File: src/rtl/reset_seq_pkg.sv
// reset_seq_pkg: shared types for the reset release sequencer.
// Contents: sequencer state encoding and last-reset-cause encoding.
package reset_seq_pkg;
   typedef enum logic [1:0] {HOLD, STRETCH, RELEASE, DONE} seq_state_t;
   typedef enum logic [1:0] {CAUSE_NONE = 2'd0, CAUSE_HW = 2'd1, CAUSE_SW = 2'd2} rst_cause_t;
endpackage

File: src/rtl/reset_sync_cell.sv
// reset_sync_cell: async-assert, sync-deassert reset synchronizer chain.
// Ports: target_clk - domain clock; source_rst - async active-high reset in;
//        sync_rst - reset out, asserts immediately, deasserts DEPTH edges after source_rst drops.
module reset_sync_cell #(
   parameter int DEPTH = 2
) (
   input  logic target_clk,
   input  logic source_rst,
   output logic sync_rst
);
   logic [DEPTH-1:0] chain;
   always_ff @(posedge target_clk or posedge source_rst)
      if (source_rst) chain <= '1;
      else chain <= chain << 1;
   assign sync_rst = chain[DEPTH-1];
endmodule

File: src/rtl/reset_release_sequencer.sv
// reset_release_sequencer: multi-channel reset generator with stretched, staggered release.
// Ports: target_clk - domain clock; source_rst - async active-high reset;
//        sw_rst_req - single-cycle software reset request; target_rst - per-channel reset,
//        bit 0 released first; all_released - every channel deasserted; busy - sequence running;
//        rst_cause - last reset cause (01 hardware, 10 software), only with RESET_SEQ_CAUSE_EN.
module reset_release_sequencer
   import reset_seq_pkg::*;
#(
   parameter int CHANNELS       = 4,
   parameter int SYNC_DEPTH     = 3,
   parameter int STRETCH_CYCLES = 16,
   parameter int STAGGER_CYCLES = 8
) (
   input  logic                target_clk,
   input  logic                source_rst,
   input  logic                sw_rst_req,
   output logic [CHANNELS-1:0] target_rst,
   output logic                all_released,
   output logic                busy
`ifdef RESET_SEQ_CAUSE_EN
   ,
   output logic [1:0]          rst_cause
`endif
);
   localparam int CNT_W = $clog2((STRETCH_CYCLES > STAGGER_CYCLES ? STRETCH_CYCLES : STAGGER_CYCLES) + 1);
   localparam logic [CNT_W-1:0] STRETCH_LOAD = CNT_W'(STRETCH_CYCLES - 1);
   localparam logic [CNT_W-1:0] STAGGER_LOAD = CNT_W'(STAGGER_CYCLES - 1);

   seq_state_t          state, state_d;
   logic [CNT_W-1:0]    cnt, cnt_d;
   logic [CHANNELS-1:0] target_rst_d, shifted;
   logic                sync_rst, sw_accept;

   // The HOLD state register acts as the final synchronizer flop, so the
   // chain plus that register gives SYNC_DEPTH flops of deassert synchronization.
   reset_sync_cell #(.DEPTH(SYNC_DEPTH - 1)) u_sync (
      .target_clk(target_clk),
      .source_rst(source_rst),
      .sync_rst  (sync_rst)
   );

   assign sw_accept = sw_rst_req && state != HOLD;
   // Releasing channels in ascending order is a left shift of the reset vector.
   assign shifted = target_rst << 1;

   always_ff @(posedge target_clk or posedge source_rst)
      if (source_rst) begin
         state      <= HOLD;
         cnt        <= '0;
         target_rst <= '1;
      end else begin
         state      <= state_d;
         cnt        <= cnt_d;
         target_rst <= target_rst_d;
      end

   always_comb begin
      state_d      = state;
      cnt_d        = cnt;
      target_rst_d = target_rst;
      if (sw_accept) begin
         state_d      = STRETCH;
         cnt_d        = STRETCH_LOAD;
         target_rst_d = '1;
      end else if (state == HOLD) begin
         state_d = sync_rst ? HOLD : STRETCH;
         cnt_d   = sync_rst ? cnt : STRETCH_LOAD;
      end else if (state != DONE) begin
         if (cnt == '0) begin
            target_rst_d = shifted;
            cnt_d        = STAGGER_LOAD;
            state_d      = shifted == '0 ? DONE : RELEASE;
         end else begin
            cnt_d = cnt - CNT_W'(1);
         end
      end
   end

   always_comb begin
      busy         = state != DONE;
      all_released = state == DONE;
   end

`ifdef RESET_SEQ_CAUSE_EN
   always_ff @(posedge target_clk or posedge source_rst)
      if (source_rst) rst_cause <= CAUSE_HW;
      else if (sw_accept) rst_cause <= CAUSE_SW;
`endif
endmodule
File: config.mk
export PLATFORM = sky130hd
export DESIGN_NAME = reset_release_sequencer
export DESIGN_NICKNAME = d
export VERILOG_FILES = /design/src/rtl/reset_seq_pkg.sv /design/src/rtl/reset_sync_cell.sv /design/src/rtl/reset_release_sequencer.sv
export SDC_FILE = /design/constraint.sdc
export NUM_CORES = 1
export LEC_CHECK = 0
export CAP_MARGIN = 20
export CELL_PAD_IN_SITES_DETAIL_PLACEMENT = 2
export CELL_PAD_IN_SITES_GLOBAL_PLACEMENT = 2
export CORE_MARGIN = 2
export CORE_UTILIZATION = 33
export CTS_CLUSTER_DIAMETER = 30
export DETAILED_ROUTE_END_ITERATION = 10
export PLACE_DENSITY = 0.86
export SYNTH_ARGS = -nofsm -noshare
export SYNTH_HDL_FRONTEND = slang
export SYNTH_SLANG_ARGS = --single-unit
File: constraint.sdc
create_clock -name target_clk -period 2.2 [get_ports target_clk]
set_clock_uncertainty 0.2 [all_clocks]
set_input_delay 0.22 -clock target_clk [delete_from_list [all_inputs] [get_ports target_clk]]
set_output_delay 0.22 -clock target_clk [all_outputs]
set_load 0.01 [all_outputs]
==> impl_metrics.env, run 1 <==
export IMPL_power_per_cell_area_mw_per_mm2=451
export IMPL_synthesis_yosys_warnings=0
export IMPL_drtIter0Drc=12
export IMPL_hold_buffers=0
export IMPL_depth_of_the_most_critical_reg_to_reg_path=6
export IMPL_final_setup_tns_ns=0
export IMPL_static_leakage_power_nw=0.358
export IMPL_worstPathMaxFanout=11
export IMPL_num_io_pins=9
export IMPL_insertedDiodeCount=0
export IMPL_synth_xor_xnor_area_share=0.0107
export IMPL_drt_first_pass_iters=4
export IMPL_cts_buffers_inserted=3
export IMPL_critical_path_class="flip-flop to flip-flop"
export IMPL_global_route_usage_total=0.172
export IMPL_clock_edge_transition_at_the_registers_on_the_reported_setup_and_hold_paths_ns=0.08
export IMPL_port_buffers=8
export IMPL_worst_path_required_ns=2.18
export IMPL_initial_core_utilization=0.341
export IMPL_worstSetupEndpointType="flip-flop"
export IMPL_post_synth_instance_area_sq_um=821
export IMPL_grt_overflow_total=0
export IMPL_post_synth_inst_count=87
export IMPL_dpl_hpwl_microns=1630
export IMPL_synth_area_per_cell_sq_um=9.43
export IMPL_cts_root_to_sink_buffers=2
export IMPL_setup_violations=0
export IMPL_core_rowCount=18
export IMPL_final_hold_viols=0
export IMPL_worst_hold_path_type="input pin to async pin"
export IMPL_fin_crit_period_ns=2.01
export IMPL_grt_pass1_vias=711
export IMPL_synthesized_flop_and_latch_total=13
export IMPL_timing_final_crit_share=0.915
export IMPL_timing_critical_path_from_type="flip-flop"
export IMPL_nets_in_the_synthesized_netlist=91
export IMPL_slew_viol_final=0
export IMPL_final_cell_utilization_of_the_core=0.401
export IMPL_grt_antenna_before_repair=0
export IMPL_cts_tree="built"
export IMPL_max_cap_violations=0
export IMPL_wl_microns=2220
export IMPL_yosys_area_share_adder=0.0274
export IMPL_synth_seq_area_share=0.405
export IMPL_synth_enable_flop_cells=0
export IMPL_antenna_left=0
export IMPL_worst_setup_path_endpoint="target_rst[2]"
export IMPL_die_width_microns=53.9
export IMPL_design_core_area_sq_mm=0.00241
export IMPL_regToRegStartpoint="cnt[0]"
export IMPL_num_vias=710
export IMPL_muxShareOfSynthArea=0.0274
export IMPL_htree_levels=1
export IMPL_grt_max_degree=20
export IMPL_peakVddDrop_mv=0.308
export IMPL_r2r_setup_slack_ns=0.19
export IMPL_final_design_area_no_fill_sq_um=967
export IMPL_cp_startpoint="cnt[0]"
export IMPL_synth_compound_gate_area_share=0.184
export IMPL_clock_root_buffer="clkbuf_4"
export IMPL_cts_sinks=13
export IMPL_slew_headroom=0.651
export IMPL_via_per_inst=5.59
export IMPL_synth_top_family_by_area="simple AND/OR/NAND/NOR gates"
export IMPL_outcome="finished, final reports clean"
export IMPL_floorplan_die_area_sq_mm=0.00290
export IMPL_fin_nets=102
export IMPL_capturing_point_of_the_worst_reg2reg_path="target_rst[2]"
export IMPL_rsz0062_at_grt="no"
export IMPL_grt_first_pass_wirelength_microns=3530
export IMPL_timing_worst_slew_pin_value_ns=0.522
export IMPL_drc=0
export IMPL_synth_simple_area_share=0.273
export IMPL_synthArstFlopShare=1.00
export IMPL_postPlaceCellArea_sq_um=940
export IMPL_dieHeight_microns=53.9
export IMPL_top_achievable_clock_speed_ghz=0.497
export IMPL_worstPathArrival_ns=1.99
export IMPL_routed_wire_length_per_instance_microns=17.5
export IMPL_drive_above_1_share=0.216
export IMPL_gpl_final_weighted_congestion=0.770
export IMPL_yosys_most_used_dff="dfrtp_1"
export IMPL_synthToLayoutAreaGrowth_pct=17.8
export IMPL_yosys_cell_types_count=40
export IMPL_clk_insertion_delay_late_ns=0.28
export IMPL_cts_resized=0
export IMPL_postCtsSetupRepairBufs=0
==> worst min path at each step <==
stage	cells past startpoint	slack, ns	to	start
global route	2	0.14	cnt[3]	source_rst
floorplan	1	-0.11	cnt[0]	source_rst
CTS	2	0.1	cnt[3]	source_rst
global placement	0	0.15	u_sync.chain[1]	u_sync.chain[0]
detailed placement	0	0.15	u_sync.chain[1]	u_sync.chain[0]
finish	2	0.08	cnt[3]	source_rst
==> synth_stat cells (all sizes together) (2+ instances only) <==
cell	n	share of area
nand2	2	0.0091
and3	2	0.015
mux2	2	0.027
a32oi	2	0.021
o211ai	2	0.018
dfrtp	7	0.21
a211oi	3	0.034
buf	5	0.030
a21oi	2	0.012
nor2	12	0.055
inv	7	0.032
nor2b	2	0.015
dfstp	6	0.19
nor3	4	0.024
a221o	2	0.024
nor4b	5	0.061
==> routing by layer <==
layer	global-route usage	share of wire	vias to the layer above
met5	0	0	-
met4	0.0256	0	0
met3	0.0417	0.018	0
met2	0.291	0.51	5
met1	0.224	0.47	368
li1	-	-	337
==> layout make-up <==
class	instances	area, sq um
Fill cell	262	1440
Multi-Input combinational cell	61	433
Sequential cell	13	333
Timing Repair Buffer	12	110
Tap cell	30	37.5
Inverter	7	26.3
Clock buffer	3	22.5
Clock inverter	1	5.00
==> power breakdown <==
part / total [W] / internal (W) / switching (W)
Combinational: 0.0000333 / 0.0000138 / 0.0000194
Clock: 0.000150 / 0.0000674 / 0.0000822
Sequential: 0.000254 / 0.000247 / 0.00000651
Total: 0.000437 / 0.000328 / 0.000108
==> critical path, stage by stage, from the launching register on <==
cell	delay, ns
dfrtp_1	0.44
inv_1	0.07
ha_1	0.27
nor4b_2	0.18
buf_4	0.19
a221o_1	0.33
a211oi_1	0.24
==> cell usage in the layout, fill, tap and decap left out, types with 2 or more instances in the layout <==
cell             count
nor2_1              12
clkdlybuf4s50_1      8
inv_1                7
dfrtp_1              7
dfstp_2              6
nor3_1               4
nor4b_1              4
buf_4                4
clkbuf_4             3
a32oi_1              2
nand2_1              2
a21oi_1              2
o211ai_1             2
a211oi_1             2
mux2_2               2
nor2b_1              2
and3_1               2
a221o_1              2
==> sequential cells by signal, indices dropped and copies added (netlist names) <==
signal        flops
cnt               5
state             2
target_rst        4
u_sync.chain      2
==> per-stage QoR <==
stage          worst slack [ns]  hold slack, ns  std cells  total power [W]
3_3_place_gp              0.347           0.147        123         0.000290
5_1_grt                  0.0246           0.138        127         0.000459
3_5_place_dp              0.269           0.152        123         0.000292
2_1_floorplan             0.419          -0.107         87         0.000277
4_1_cts                   0.181          0.0989        127         0.000447
6_report                  0.187          0.0841        127         0.000437
==> cell families (layout without fill, tap and decap cells) <==
family,Yosys count,in the layout
AO/OA/AOI/OAI,19,19
buffers and inverters,13,23
AND/OR/NAND/NOR,36,36
adder cells (fa/ha/maj),2,2
multiplexers,2,2
flip-flops,13,13
XOR/XNOR,1,1
other,1,1
Note: power is estimated with default switching activity, not from simulation.
==> run 2, diff against run 1 <==
--- a/config.mk
+++ b/config.mk
@@ -12,6 +12,7 @@
 export CORE_UTILIZATION = 33
 export CTS_CLUSTER_DIAMETER = 30
 export DETAILED_ROUTE_END_ITERATION = 10
+export HOLD_SLACK_MARGIN = 0.12
 export PLACE_DENSITY = 0.86
 export SYNTH_ARGS = -nofsm -noshare
 export SYNTH_HDL_FRONTEND = slang
==> run 2 against run 1 <==
  * Worst hold slack better by 0.079 ns
  * Register-to-register slack about the same
  * Highest routed layer unchanged
  * First-iteration DRC count down 33%
==> impl_metrics.env, run 2 (synthesized netlist as in run 1, its figures left out) <==
export IMPL_clock_edge_transition_at_the_registers_on_the_reported_setup_and_hold_paths_ns=0.09
export IMPL_via_per_inst=5.58
export IMPL_grt_pass1_vias=726
export IMPL_top_achievable_clock_speed_ghz=0.497
export IMPL_core_rowCount=18
export IMPL_grt_overflow_total=0
export IMPL_depth_of_the_most_critical_reg_to_reg_path=6
export IMPL_worst_hold_path_type="flip-flop to flip-flop"
export IMPL_largest_register_ffs=5
export IMPL_register_ranked_first_by_flip_flop_count="cnt"
export IMPL_critical_path_class="flip-flop to flip-flop"
export IMPL_drtIter0Drc=8
export IMPL_floorplan_die_area_sq_mm=0.00290
export IMPL_cts_sinks=13
export IMPL_setup_violations=0
export IMPL_total_power_w=0.000440
export IMPL_worstPathCellList="inv_1 > ha_1 > nor4b_2 > buf_4 > a221o_1 > a211oi_1"
export IMPL_port_buffers=8
export IMPL_rsz0062_at_grt="no"
export IMPL_cts_resized=0
export IMPL_r2r_setup_slack_ns=0.19
export IMPL_insertedDiodeCount=0
export IMPL_die_width_microns=53.9
export IMPL_gpl_final_weighted_congestion=0.770
export IMPL_cp_slowest_stage_delay_ns=0.44
export IMPL_slew_headroom=0.652
export IMPL_cts_tree="built"
export IMPL_fin_nets=103
export IMPL_clock_root_buffer="clkbuf_4"
export IMPL_worstPathArrival_ns=1.99
export IMPL_wl_microns=2230
export IMPL_timing_critical_path_from_type="flip-flop"
export IMPL_worstPathMaxFanout=11
export IMPL_htree_levels=1
export IMPL_peakVddDrop_mv=0.314
export IMPL_cts_buffers_inserted=3
export IMPL_synthToLayoutAreaGrowth_pct=19.1
export IMPL_dpl_hpwl_microns=1630
export IMPL_holdPathStages=0
export IMPL_grt_max_degree=20
export IMPL_worst_path_required_ns=2.18
export IMPL_drc=0
export IMPL_n_fill_cell=264
export IMPL_largestRegisters="cnt: 5 flops, target_rst: 4 flops"
export IMPL_final_setup_tns_ns=0
export IMPL_slew_viol_final=0
export IMPL_postCtsSetupRepairBufs=0
export IMPL_max_cap_violations=0
export IMPL_antenna_left=0
export IMPL_mostFrequentLayoutCells="nor2_1 (12), clkdlybuf4s50_1 (8), inv_1 (7), dfrtp_1 (7), dfstp_2 (6)"
export IMPL_postPlaceCellArea_sq_um=940
export IMPL_fin_crit_period_ns=2.01
export IMPL_drt_first_pass_iters=4
export IMPL_outcome="finished, final reports clean"
export IMPL_mostFrequentLayoutCell="nor2_1"
export IMPL_clk_insertion_delay_late_ns=0.28
export IMPL_dieHeight_microns=53.9
export IMPL_static_leakage_power_nw=0.362
export IMPL_timing_final_crit_share=0.915
export IMPL_cts_root_to_sink_buffers=2
export IMPL_grt_antenna_before_repair=0
export IMPL_routed_wire_length_per_instance_microns=17.4
export IMPL_final_hold_viols=0
export IMPL_global_route_usage_total=0.173
export IMPL_drive_above_1_share=0.214
export IMPL_final_design_area_no_fill_sq_um=977
export IMPL_crit_path_top_delay_cell="dfrtp_1"
export IMPL_initial_core_utilization=0.341
export IMPL_grt_first_pass_wirelength_microns=3570
export IMPL_power_per_cell_area_mw_per_mm2=450
export IMPL_num_vias=714
export IMPL_design_core_area_sq_mm=0.00241
export IMPL_hold_buffers=1
export IMPL_worstSetupEndpointType="flip-flop"
export IMPL_timing_worst_slew_pin_value_ns=0.522
export IMPL_num_io_pins=9
-- run 2: routing by layer --
metal,global-route usage,share of wire,vias up
met2,0.289,0.51,5
met3,0.0417,0.019,0
li1,-,-,339
met5,0,0,-
met1,0.231,0.47,370
met4,0.0256,0,0
-- run 2: power by group --
group,total [W],internal (W),switching (W)
combinational,0.0000348,0.0000150,0.0000198
sequential,0.000254,0.000247,0.00000652
clock,0.000151,0.0000674,0.0000839
total,0.000440,0.000330,0.000110
-- run 2: final timing paths --
check,end,startpoint
setup / recovery,target_rst[2],cnt[0]
hold / removal,u_sync.chain[1],u_sync.chain[0]
setup reg to reg,target_rst[2],cnt[0]
hold reg to reg,u_sync.chain[1],u_sync.chain[0]
max in group asynchronous,target_rst[1],source_rst
min in group asynchronous,cnt[3],source_rst
-- run 2: worst max-delay path, delay by kind of cell, from the launching register on --
family	cells	cell delay, ns
fa+ha+maj	1	0.26
compound gates	2	0.58
simple gates	1	0.18
flops	1	0.44
buf+inv	2	0.26
-- run 2: final cells by class --
type	count	area [sq um]	share of cell area
clock buffers	3	22.5	0.0230
flip-flops and latches	13	333	0.341
multi-input cells	61	433	0.443
repair buffers	13	120	0.123
clock inverters	1	5.00	0.00512
inverters	7	26.3	0.0269
well taps	30	37.5	0.0384
-- run 2: metrics by stage --
step	setup slack [ns]	utilization	std cells	hold WS (ns)
6_report	0.188	0.406	128	0.163
5_1_grt	0.0223	0.406	128	0.166
4_1_cts	0.181	0.406	128	0.165
3_5_place_dp	0.269	0.390	123	0.152
3_3_place_gp	0.347	0.390	123	0.147
2_1_floorplan	0.419	-	87	-0.107
